[src/rtl/op_select.sv]
// op_select: button synchronizer/debouncer, operation-select latch and counter-mode display counter.
module op_select #(
    parameter int DEBOUNCE_CYCLES = 250000,
    parameter int TICK_CYCLES     = 12500000
) (
    input  logic        clk_pi,
    input  logic        rst_n_pi,
    input  logic [3:0]  btn_pi,
    output logic [3:0]  op_po,
    output logic [3:0]  press_po,
    output logic [15:0] counter_po
);
    localparam int DW = $clog2(DEBOUNCE_CYCLES);
    localparam int PW = TICK_CYCLES > 1 ? $clog2(TICK_CYCLES) : 1;
    localparam logic [DW-1:0] DC_MAX = DW'(DEBOUNCE_CYCLES - 1);
    localparam logic [PW-1:0] PRE_MAX = PW'(TICK_CYCLES - 1);

    logic [3:0]    sync1, s, db, db_q, op_next;
    logic [DW-1:0] dc [4];
    logic [PW-1:0] pre;
    logic [2:0]    pop;

    always_ff @(posedge clk_pi or negedge rst_n_pi) begin
        if (!rst_n_pi) begin
            sync1 <= '0;
            s     <= '0;
            db    <= '0;
            db_q  <= '0;
            for (int k = 0; k < 4; k++) dc[k] <= '0;
        end else begin
            sync1 <= btn_pi;
            s     <= sync1;
            db_q  <= db;
            for (int k = 0; k < 4; k++) begin
                if (s[k] == db[k]) begin
                    dc[k] <= '0;
                end else if (dc[k] == DC_MAX) begin
                    db[k] <= s[k];
                    dc[k] <= '0;
                end else begin
                    dc[k] <= dc[k] + 1'b1;
                end
            end
        end
    end

    assign press_po = db & ~db_q;

    // Any press with two or more buttons held is a chord; otherwise exactly one bit is pressed.
    always_comb begin
        pop     = 3'(db[0]) + 3'(db[1]) + 3'(db[2]) + 3'(db[3]);
        op_next = press_po == 4'b0000 ? op_po :
                  pop >= 3'd2         ? 4'b1111 :
                  op_po == press_po   ? 4'b0000 : press_po;
    end

    always_ff @(posedge clk_pi or negedge rst_n_pi) begin
        if (!rst_n_pi) begin
            op_po      <= '0;
            pre        <= '0;
            counter_po <= '0;
        end else begin
            op_po <= op_next;
            if (op_po != 4'b1111) begin
                pre <= '0;
            end else if (pre == PRE_MAX) begin
                pre        <= '0;
                counter_po <= counter_po + 16'd1;
            end else begin
                pre <= pre + 1'b1;
            end
        end
    end
endmodule

[config.mk]
export PLATFORM = sky130hd
export DESIGN_NAME = op_select
export DESIGN_NICKNAME = d
export VERILOG_FILES = /design/src/rtl/op_select.sv
export SDC_FILE = /design/constraint.sdc
export NUM_CORES = 1
export LEC_CHECK = 0
export BUFFER_PORTS_ARGS = -buffer_cell sky130_fd_sc_hd__buf_2
export CAP_MARGIN = 20
export CORE_UTILIZATION = 56
export CTS_CLUSTER_DIAMETER = 100
export CTS_CLUSTER_SIZE = 14
export DETAILED_ROUTE_END_ITERATION = 6
export PLACE_DENSITY_LB_ADDON = 0.05
export REMOVE_ABC_BUFFERS = 1
export SLEW_MARGIN = 20
export SYNTH_ARGS = -nofsm -noshare
export SYNTH_HDL_FRONTEND = slang
export SYNTH_SLANG_ARGS = --single-unit
[constraint.sdc]
create_clock -name clk_pi -period 4.94 [get_ports clk_pi]
set_input_delay 1.235 -clock clk_pi [delete_from_list [all_inputs] [get_ports clk_pi]]
set_output_delay 1.235 -clock clk_pi [all_outputs]
set_load 0.01 [all_outputs]
==> flow_summary_export.csv, run 1 <==
group,metric,value,unit
power_and_ir_drop,comb_power_share,2.0,%
sta,slew-limit-headroom,51.8,%
sta,drv_slew,0,
sta,min_period_over_period,54.4,%
sta,rsz0062_at_grt,"false",
worst_setup_path,cp_data_arrival_time,1.45,ns
yosys,async_flop_share,100,%
power_and_ir_drop,pwr-share-clk,51.7,%
worst_setup_path,slowest_delay,0.44,ns
layout,syn_to_final_growth,14.0,%
floorplanning,initial_utilization,58.3,%
clock_tree,clock_latency,0.52,ns
detailed_routing,drcViolationCount,0,
power_and_ir_drop,power_leakage,3.11,nW
grt,grt.overflow.total,0,
clock_tree,cts_buffers,17,
grt,grt_pass1_vias,4176,
clock_tree,cts_sinks,132,
yosys,netlist_area,6080,µm²
floorplanning,ios,30,
layout,drive_above_1_share,10.7,%
sta,tns,0,ns
grt,grtUsageTotal,22.0,%
power_and_ir_drop,pwr-share-seq,46.3,%
sta,finalHoldViolCount,0,
worst_setup_path,critPathMaxFanout,5,
layout,fin_cells,788,
worst_setup_path,critPathKind,"flop to output pin",
worst_setup_path,end_kind,"output pin",
yosys,synth_seq_area_share,54.4,%
detailed_routing,drtPass1Iterations,4,
detailed_routing,num_vias,4208,
floorplanning,core,10400,µm²
detailed_routing,ant_nets,0,
power_and_ir_drop,switching_power,486,µW
clock_tree,clk_path_buf_depth,2,
min_path,hp-class,"flop to flop",
layout,nNetsFinal,652,
detailed_routing,via_per_inst,5.34,
power_and_ir_drop,ir_worst_vdd,307,µV
place,hpwl,7.25,mm
sta,max_freq,372,MHz
sta,worst_pin_slew,0.713,ns
power_and_ir_drop,swShare,20.4,%
place,dp.cells,756,
clock_tree,h-tree-depth,4,
clock_tree,cts_tree,"yes",
worst_setup_path,critPathSlowestCell,"dfrtp_1",
detailed_routing,drt_iter0_drc,267,
yosys,syn_inst,601,
clock_tree,post-cts-setup-buffer-count,0,
yosys,avgSynthCellArea,10.1,µm²
clock_tree,cts.repair.resized,0,
floorplanning,rows,37,
sta,min_period,2.69,ns
outcome,outcome,"finished, final reports clean",
grt,grt_antenna_before_repair,0,
yosys,synth_top_flop_cell,"dfrtp_1",
layout,final_cell_mix,"dfrtp_1 (132), nor2_1 (128), xor2_1 (62), nand2_1 (49), xnor2_1 (46)",
floorplanning,die_height,106,µm
floorplanning,die_w,106,µm
place,place_congestion,0.800,
clock_tree,clk_pin_slew,0.06,ns
grt,grt_pass1_wl,19.5,mm
yosys,synth_edf_count,0,
worst_setup_path,critPathRequiredTime,3.70,ns
yosys,ys_warn_count,0,
detailed_routing,routedWlPerCell,13.8,µm
flow_run,drv_cap,0,
yosys,synth-seq-cells,132,
place,port_buffers,29,
power_and_ir_drop,power_density,343,nW/µm²
sta,setup_violations,0,
floorplanning,dieArea,11300,µm²
layout,layout_commonest_cell,"dfrtp_1",
worst_setup_path,worstSetupStartpointType,"flop",
worst_setup_path,crit_chain,"nor2b_1 -> buf_2",
grt,grt_max_degree,80,
yosys,synthDistinctLibCells,37,
sta,skew,0.00813,ns
clock_tree,cts-hold-fix-buffers,0,
power_and_ir_drop,p_int,1.89,mW
layout,n_antenna_cell,0,
detailed_routing,finalWirelength,10.8,mm
clock_tree,clock-root-buffer,"clkbuf_8",
==> state kept, by name, indices dropped and copies added, names as in the netlist <==
signal and flops:
db 4, pre 24, sync1 4, s 4, dc 72, db_q 4
counter_po 16, op_po 4
==> power by group through the flow <==
stage / logic, mW / registers (mW) / clock network [mW]
after floorplan: 0.0197 / 1.12 / 0
after global placement: 0.0480 / 1.12 / 0
after detailed placement: 0.0498 / 1.12 / 0
after CTS: 0.0502 / 1.10 / 1.25
after global routing: 0.0579 / 1.10 / 1.30
final: 0.0478 / 1.10 / 1.23
==> critical path, delay by kind of cell (launching register included) <==
| kind | cells | cell delay, ns |
|---|---|---|
| AND/OR/NAND/NOR | 1 | 0.29 |
| buffers and inverters | 1 | 0.20 |
| flip-flops | 1 | 0.44 |
==> metrics by stage <==
stage | setup slack [ns] | hold WS (ns) | util [%] | power [mW] | area [µm²]
2_1_floorplan | 2.99 | 0.331 | - | 1.14 | 6010
3_3_place_gp | 2.54 | 0.335 | 60.9 | 1.17 | 6340
3_5_place_dp | 2.49 | 0.339 | 60.9 | 1.17 | 6340
4_1_cts | 2.22 | 0.352 | 66.5 | 2.41 | 6930
5_1_grt | 2.15 | 0.369 | 66.5 | 2.46 | 6930
6_report | 2.25 | 0.349 | 66.5 | 2.38 | 6930
==> kinds of logic after synthesis <==
logic type / count (synthesis) / synth area share [%]
AND/OR/NAND/NOR: 315 / 25.5
flip-flops: 132 / 54.4
XOR/XNOR: 108 / 15.6
buffers and inverters: 29 / 2.12
AO/OA/AOI/OAI: 9 / 0.741
adder cells (fa/ha/maj): 7 / 1.56
multiplexers: 1 / 0.185
==> worst paths after layout <==
kind / startpoint / slack [ns] / depth (start not counted) / end
worst max-delay path: db[2] / 2.25 / 2 / press_po[2]
worst min-delay path: sync1[1] / 0.35 / 0 / s[1]
worst max register to register: pre[14] / 2.67 / 5 / pre[10]
worst min register to register: sync1[1] / 0.35 / 0 / s[1]
max in group asynchronous: rst_n_pi / 3.36 / 2 / s[0]
min in group asynchronous: rst_n_pi / 0.75 / 1 / counter_po[6]
==> cells in the mapped netlist, types with 6 or more instances <==
library cell | count | area share (%)
dfrtp_1 | 132 | 54
nor3_1 | 8 | 0.66
xnor2_1 | 46 | 6.6
inv_1 | 17 | 1.1
xor2_1 | 62 | 8.9
nand4_1 | 31 | 3.2
nor4_1 | 9 | 0.93
nand2_1 | 49 | 3.0
ha_1 | 6 | 1.2
nor2_1 | 128 | 7.9
and3_1 | 13 | 1.3
buf_2 | 7 | 0.58
nand3_1 | 38 | 3.1
==> final cells by class <==
cell class | count | area, µm²
Multi-Input combinational cell | 440 | 2650
Sequential cell | 132 | 3300
Fill cell | 827 | 3490
Tap cell | 136 | 170
Inverter | 17 | 63.8
Timing Repair Buffer | 31 | 166
Clock inverter | 11 | 133
Clock buffer | 21 | 449
==> metal layers <==
metal / part of all wire (%) / routed length, µm / global-route usage [%]
met1: 47 / 5110 / 29.9
met2: 48 / 5190 / 34.4
met3: 4.0 / 431 / 6.19
met4: 1.0 / 112 / 6.85
met5: 0 / 0 / 0
Note: power is estimated with default switching activity, not from simulation.
==> inputs of run 2 (changes only) <==
- CORE_UTILIZATION: 56 -> 55
- clock period: 4.94 -> 2.4 ns (I/O delays scaled with it)
==> flow_summary_export.csv, run 2 (synthesis gave the netlist of run 1 again) <==
group,metric,value,unit
worst_setup_path,critPathRequiredTime,2.84,ns
sta,skew,0.00671,ns
floorplanning,core,10800,µm²
sta,worst_pin_slew,0.716,ns
clock_tree,cts-hold-fix-buffers,0,
flow_run,drv_cap,0,
detailed_routing,finalWirelength,11.1,mm
detailed_routing,drcViolationCount,0,
layout,reg.largest.list,"dc x72, pre x24, counter_po x16",
place,hpwl,7.47,mm
worst_setup_path,critPathSlowestCell,"or4_1",
layout,regMostFlops,"dc",
clock_tree,post-cts-setup-buffer-count,0,
clock_tree,cts_buffers,17,
clock_tree,clk_path_buf_depth,2,
sta,tns,0,ns
floorplanning,initial_utilization,56.3,%
clock_tree,clk_pin_slew,0.06,ns
outcome,outcome,"finished, final reports clean",
worst_setup_path,critPathMaxFanout,7,
worst_setup_path,path_delay_family,"simple AND/OR/NAND/NOR gates",
detailed_routing,routedWlPerCell,13.9,µm
floorplanning,ios,30,
floorplanning,die_height,107,µm
worst_setup_path,end_kind,"flop",
sta,setup_violations,0,
layout,layout_commonest_cell,"dfrtp_1",
sta,worst_slack,0.260,ns
worst_setup_path,critPathKind,"flop to flop",
layout,nNetsFinal,659,
layout,drive_above_1_share,11.8,%
grt,grt_pass1_wl,18.9,mm
worst_setup_path,slowest_delay,0.70,ns
floorplanning,rows,38,
grt,grt_antenna_before_repair,0,
sta,finalHoldViolCount,0,
worst_setup_path,cp_data_arrival_time,2.58,ns
place,place_congestion,0.787,
layout,syn_to_final_growth,15.5,%
sta,min_period,2.14,ns
power_and_ir_drop,power_leakage,3.13,nW
grt,grt_pass1_vias,4153,
sta,drv_slew,0,
power_and_ir_drop,power_density,704,nW/µm²
floorplanning,die_w,107,µm
grt,grt.overflow.total,0,
layout,largest_reg_flops,72,
sta,slew-limit-headroom,52.1,%
floorplanning,dieArea,11500,µm²
power_and_ir_drop,ir_worst_vdd,506,µV
sta,min_period_over_period,89.2,%
grt,grt_max_degree,43,
sta,max_freq,467,MHz
clock_tree,cts_sinks,132,
worst_setup_path,cp.buffers_inverters,0,
min_path,hp-class,"input pin to async pin",
grt,grtUsageTotal,21.3,%
place,dp_slack,0.257,ns
layout,n_antenna_cell,0,
layout,final_cell_mix,"dfrtp_1 (132), nor2_1 (128), xor2_1 (62), nand2_1 (49), xnor2_1 (46)",
clock_tree,cts_tree,"yes",
clock_tree,clock_latency,0.53,ns
worst_setup_path,crit_chain,"ha_1 -> and4_4 -> nand2_2 -> or4_1 -> nor3_2 -> xor2_1",
detailed_routing,num_vias,4220,
sta,rsz0062_at_grt,"false",
worst_setup_path,worstSetupStartpointType,"flop",
clock_tree,clock-root-buffer,"clkbuf_8",
clock_tree,h-tree-depth,4,
detailed_routing,drtPass1Iterations,6,
detailed_routing,drt_iter0_drc,266,
detailed_routing,ant_nets,0,
place,port_buffers,29,
detailed_routing,via_per_inst,5.28,
clock_tree,cts.repair.resized,0,
## run 2: path summary, 6_finish.rpt
| check | cells past startpoint | to | start | slack (ns) |
|---|---|---|---|---|
| max | 6 | counter_po[6] | pre[0] | 0.26 |
| min | 1 | counter_po[4] | rst_n_pi | 0.03 |
| max reg2reg | 6 | counter_po[6] | pre[0] | 0.26 |
| min reg2reg | 0 | s[1] | sync1[1] | 0.35 |
| max in group asynchronous | 2 | dc[19] | rst_n_pi | 1.67 |
| min in group clk_pi | 1 | sync1[3] | btn_pi[3] | 0.17 |
## run 2: cell type report
class,count,area [µm²]
fill,849,3770
clock inverter,13,159
timing repair buffer,38,240
multi-input combinational,440,2650
tap,140,175
inverter,17,63.8
clock buffer,19,432
sequential,132,3300
## run 2: routing by layer
metal | share of wire (%) | track usage (%) | wire length, µm | vias to the layer above
li1 | - | - | - | 2097
met1 | 47 | 27.5 | 5250 | 2032
met2 | 47 | 33.6 | 5200 | 75
met3 | 4.3 | 6.63 | 473 | 16
met4 | 1.5 | 8.32 | 166 | 0
met5 | 0 | 0 | 0 | -
## run 2: per-stage QoR
step	hold slack [ns]	power, mW	area, µm²	cells	util, %
6_report	0.0272	4.94	7020	799	65.0
5_1_grt	0.0497	5.12	7020	799	65.0
4_1_cts	0.0238	5.00	7020	799	65.0
3_5_place_dp	0.335	2.42	6430	767	59.6
3_3_place_gp	0.333	2.42	6430	767	59.6
2_1_floorplan	0.304	2.34	6010	589	-
## run 2: power breakdown
| group | internal, mW | switching, mW | total, mW |
|---|---|---|---|
| Sequential | 2.25 | 0.0177 | 2.27 |
| Clock | 1.60 | 0.960 | 2.56 |
| Combinational | 0.0331 | 0.0769 | 0.110 |
==> inputs of run 3 (changes only) <==
- CORE_UTILIZATION: 55 -> 56
- clock period: 2.4 -> 2.1 ns (I/O delays scaled with it)
==> flow_summary_export.csv, run 3 (synthesis gave the netlist of run 1 again) <==
group,metric,value,unit
floorplanning,dieArea,11300,µm²
worst_setup_path,critPathRequiredTime,1.57,ns
clock_tree,clk_pin_slew,0.05,ns
sta,setup_violations,0,
clock_tree,clk_path_buf_depth,2,
layout,n_antenna_cell,0,
sta,tns,0,ns
power_and_ir_drop,ir_worst_vdd,677,µV
clock_tree,cts_tree,"yes",
worst_setup_path,end_kind,"output pin",
outcome,outcome,"finished, final reports clean",
sta,worst_pin_slew,0.528,ns
detailed_routing,routedWlPerCell,13.6,µm
clock_tree,clock-root-buffer,"clkbuf_8",
grt,grt_pass1_vias,4114,
layout,regArea,3300,µm²
detailed_routing,ant_nets,0,
floorplanning,ios,30,
layout,regMostFlops,"dc",
detailed_routing,finalWirelength,10.8,mm
clock_tree,h-tree-depth,4,
layout,design_area,7020,µm²
detailed_routing,drtPass1Iterations,5,
layout,fin_cells,799,
clock_tree,cts_buffers,17,
sta,worst_slack,0.119,ns
grt,grt_pass1_wl,19.0,mm
place,dp.cells,770,
layout,nNetsFinal,667,
grt,grt.overflow.total,0,
floorplanning,die_height,106,µm
clock_tree,cts_sinks,132,
layout,multi_input_area,2650,µm²
place,place_congestion,0.819,
layout,fillers,816,
layout,final_cell_mix,"dfrtp_1 (132), nor2_1 (128), xor2_1 (62), nand2_1 (49), xnor2_1 (46)",
detailed_routing,num_vias,4323,
floorplanning,initial_utilization,58.3,%
worst_setup_path,critPathSlowestCell,"dfrtp_1",
worst_setup_path,critPathKind,"flop to output pin",
sta,skew,0.00580,ns
power_and_ir_drop,power_leakage,3.16,nW
place,dpl_cell_area,6500,µm²
sta,max_freq,505,MHz
sta,rsz0062_at_grt,"false",
sta,min_period,1.98,ns
floorplanning,rows,37,
worst_setup_path,slowest_delay,0.41,ns
flow_run,drv_cap,0,
sta,finalHoldViolCount,0,
floorplanning,die_w,106,µm
sta,slew-limit-headroom,64.7,%
worst_setup_path,worstSetupStartpointType,"flop",
layout,syn_to_final_growth,15.6,%
grt,grtUsageTotal,21.5,%
layout,layout_commonest_cell,"dfrtp_1",
floorplanning,core,10400,µm²
layout,reg.largest.list,"dc x72, pre x24, counter_po x16",
layout,final_util,67.4,%
detailed_routing,drcViolationCount,0,
layout,drive_above_1_share,12.1,%
detailed_routing,drt_iter0_drc,228,
place,dp_slack,-0.0147,ns
sta,min_period_over_period,94.3,%
worst_setup_path,cp_data_arrival_time,1.46,ns
place,hpwl,7.54,mm
place,port_buffers,29,
detailed_routing,via_per_inst,5.41,
layout,largest_reg_flops,72,
min_path,hp-class,"input pin to flop",
worst_setup_path,critPathMaxFanout,4,
grt,grt_antenna_before_repair,0,
grt,grt_max_degree,38,
clock_tree,post-cts-setup-buffer-count,0,
sta,drv_slew,0,
clock_tree,clock_latency,0.51,ns
power_and_ir_drop,power_density,756,nW/µm²
worst_setup_path,crit_chain,"nor2b_1 -> buf_2",
## run 3: critical path: cells and delay by family (launching register included)
| kind | cells | cell delay (ns) |
|---|---|---|
| buffers and inverters | 1 | 0.22 |
| and+or+nand+nor | 1 | 0.32 |
| DFF | 1 | 0.41 |
## run 3: final cells by class
type                            instances  area share [%]
Clock buffer                           22            6.45
Clock inverter                          6           0.819
Inverter                               17           0.908
Multi-Input combinational cell        440            37.7
Sequential cell                       132            47.0
Tap cell                              136            2.42
Timing Repair Buffer                   46            4.67
## run 3: path summary, 6_finish.rpt
kind	from	endpoint	slack (ns)	depth (start not counted)
worst max register to register	pre[0]	counter_po[6]	0.13	6
worst max-delay path	db[0]	press_po[0]	0.12	2
max in group asynchronous	rst_n_pi	dc[13]	0.95	3
worst min register to register	sync1[1]	s[1]	0.35	0
min in group asynchronous	rst_n_pi	dc[28]	0.52	2
worst min-delay path	btn_pi[3]	sync1[3]	0.11	1
## run 3: routing by layer
metal  vias up  GRT usage (%)  share of wire, %
met2        88           33.5                46
met4         0           6.55              0.90
li1       2105              -                 -
met5         -              0                 0
met1      2123           28.6                48
met3         7           6.99               4.6
## run 3: metrics by stage
step	power [mW]	hold slack (ns)
after floorplan	2.68	0.229
after global placement	2.77	0.336
after detailed placement	2.77	0.336
after CTS	5.39	0.0877
after global routing	5.52	0.0812
final	5.31	0.113
## run 3: repair_timing
item / CTS / global route
setup endpoints to repair: 3 / 0
hold buffers: 1 / 0
gates resized for setup: 1 / 0
hold endpoints to repair: 32 / 0
## run 3: power breakdown
| group | total, mW | switching [mW] | internal, mW |
|---|---|---|---|
| Combinational | 0.133 | 0.0893 | 0.0438 |
| Clock | 2.59 | 0.992 | 1.59 |
| Sequential | 2.59 | 0.0199 | 2.57 |
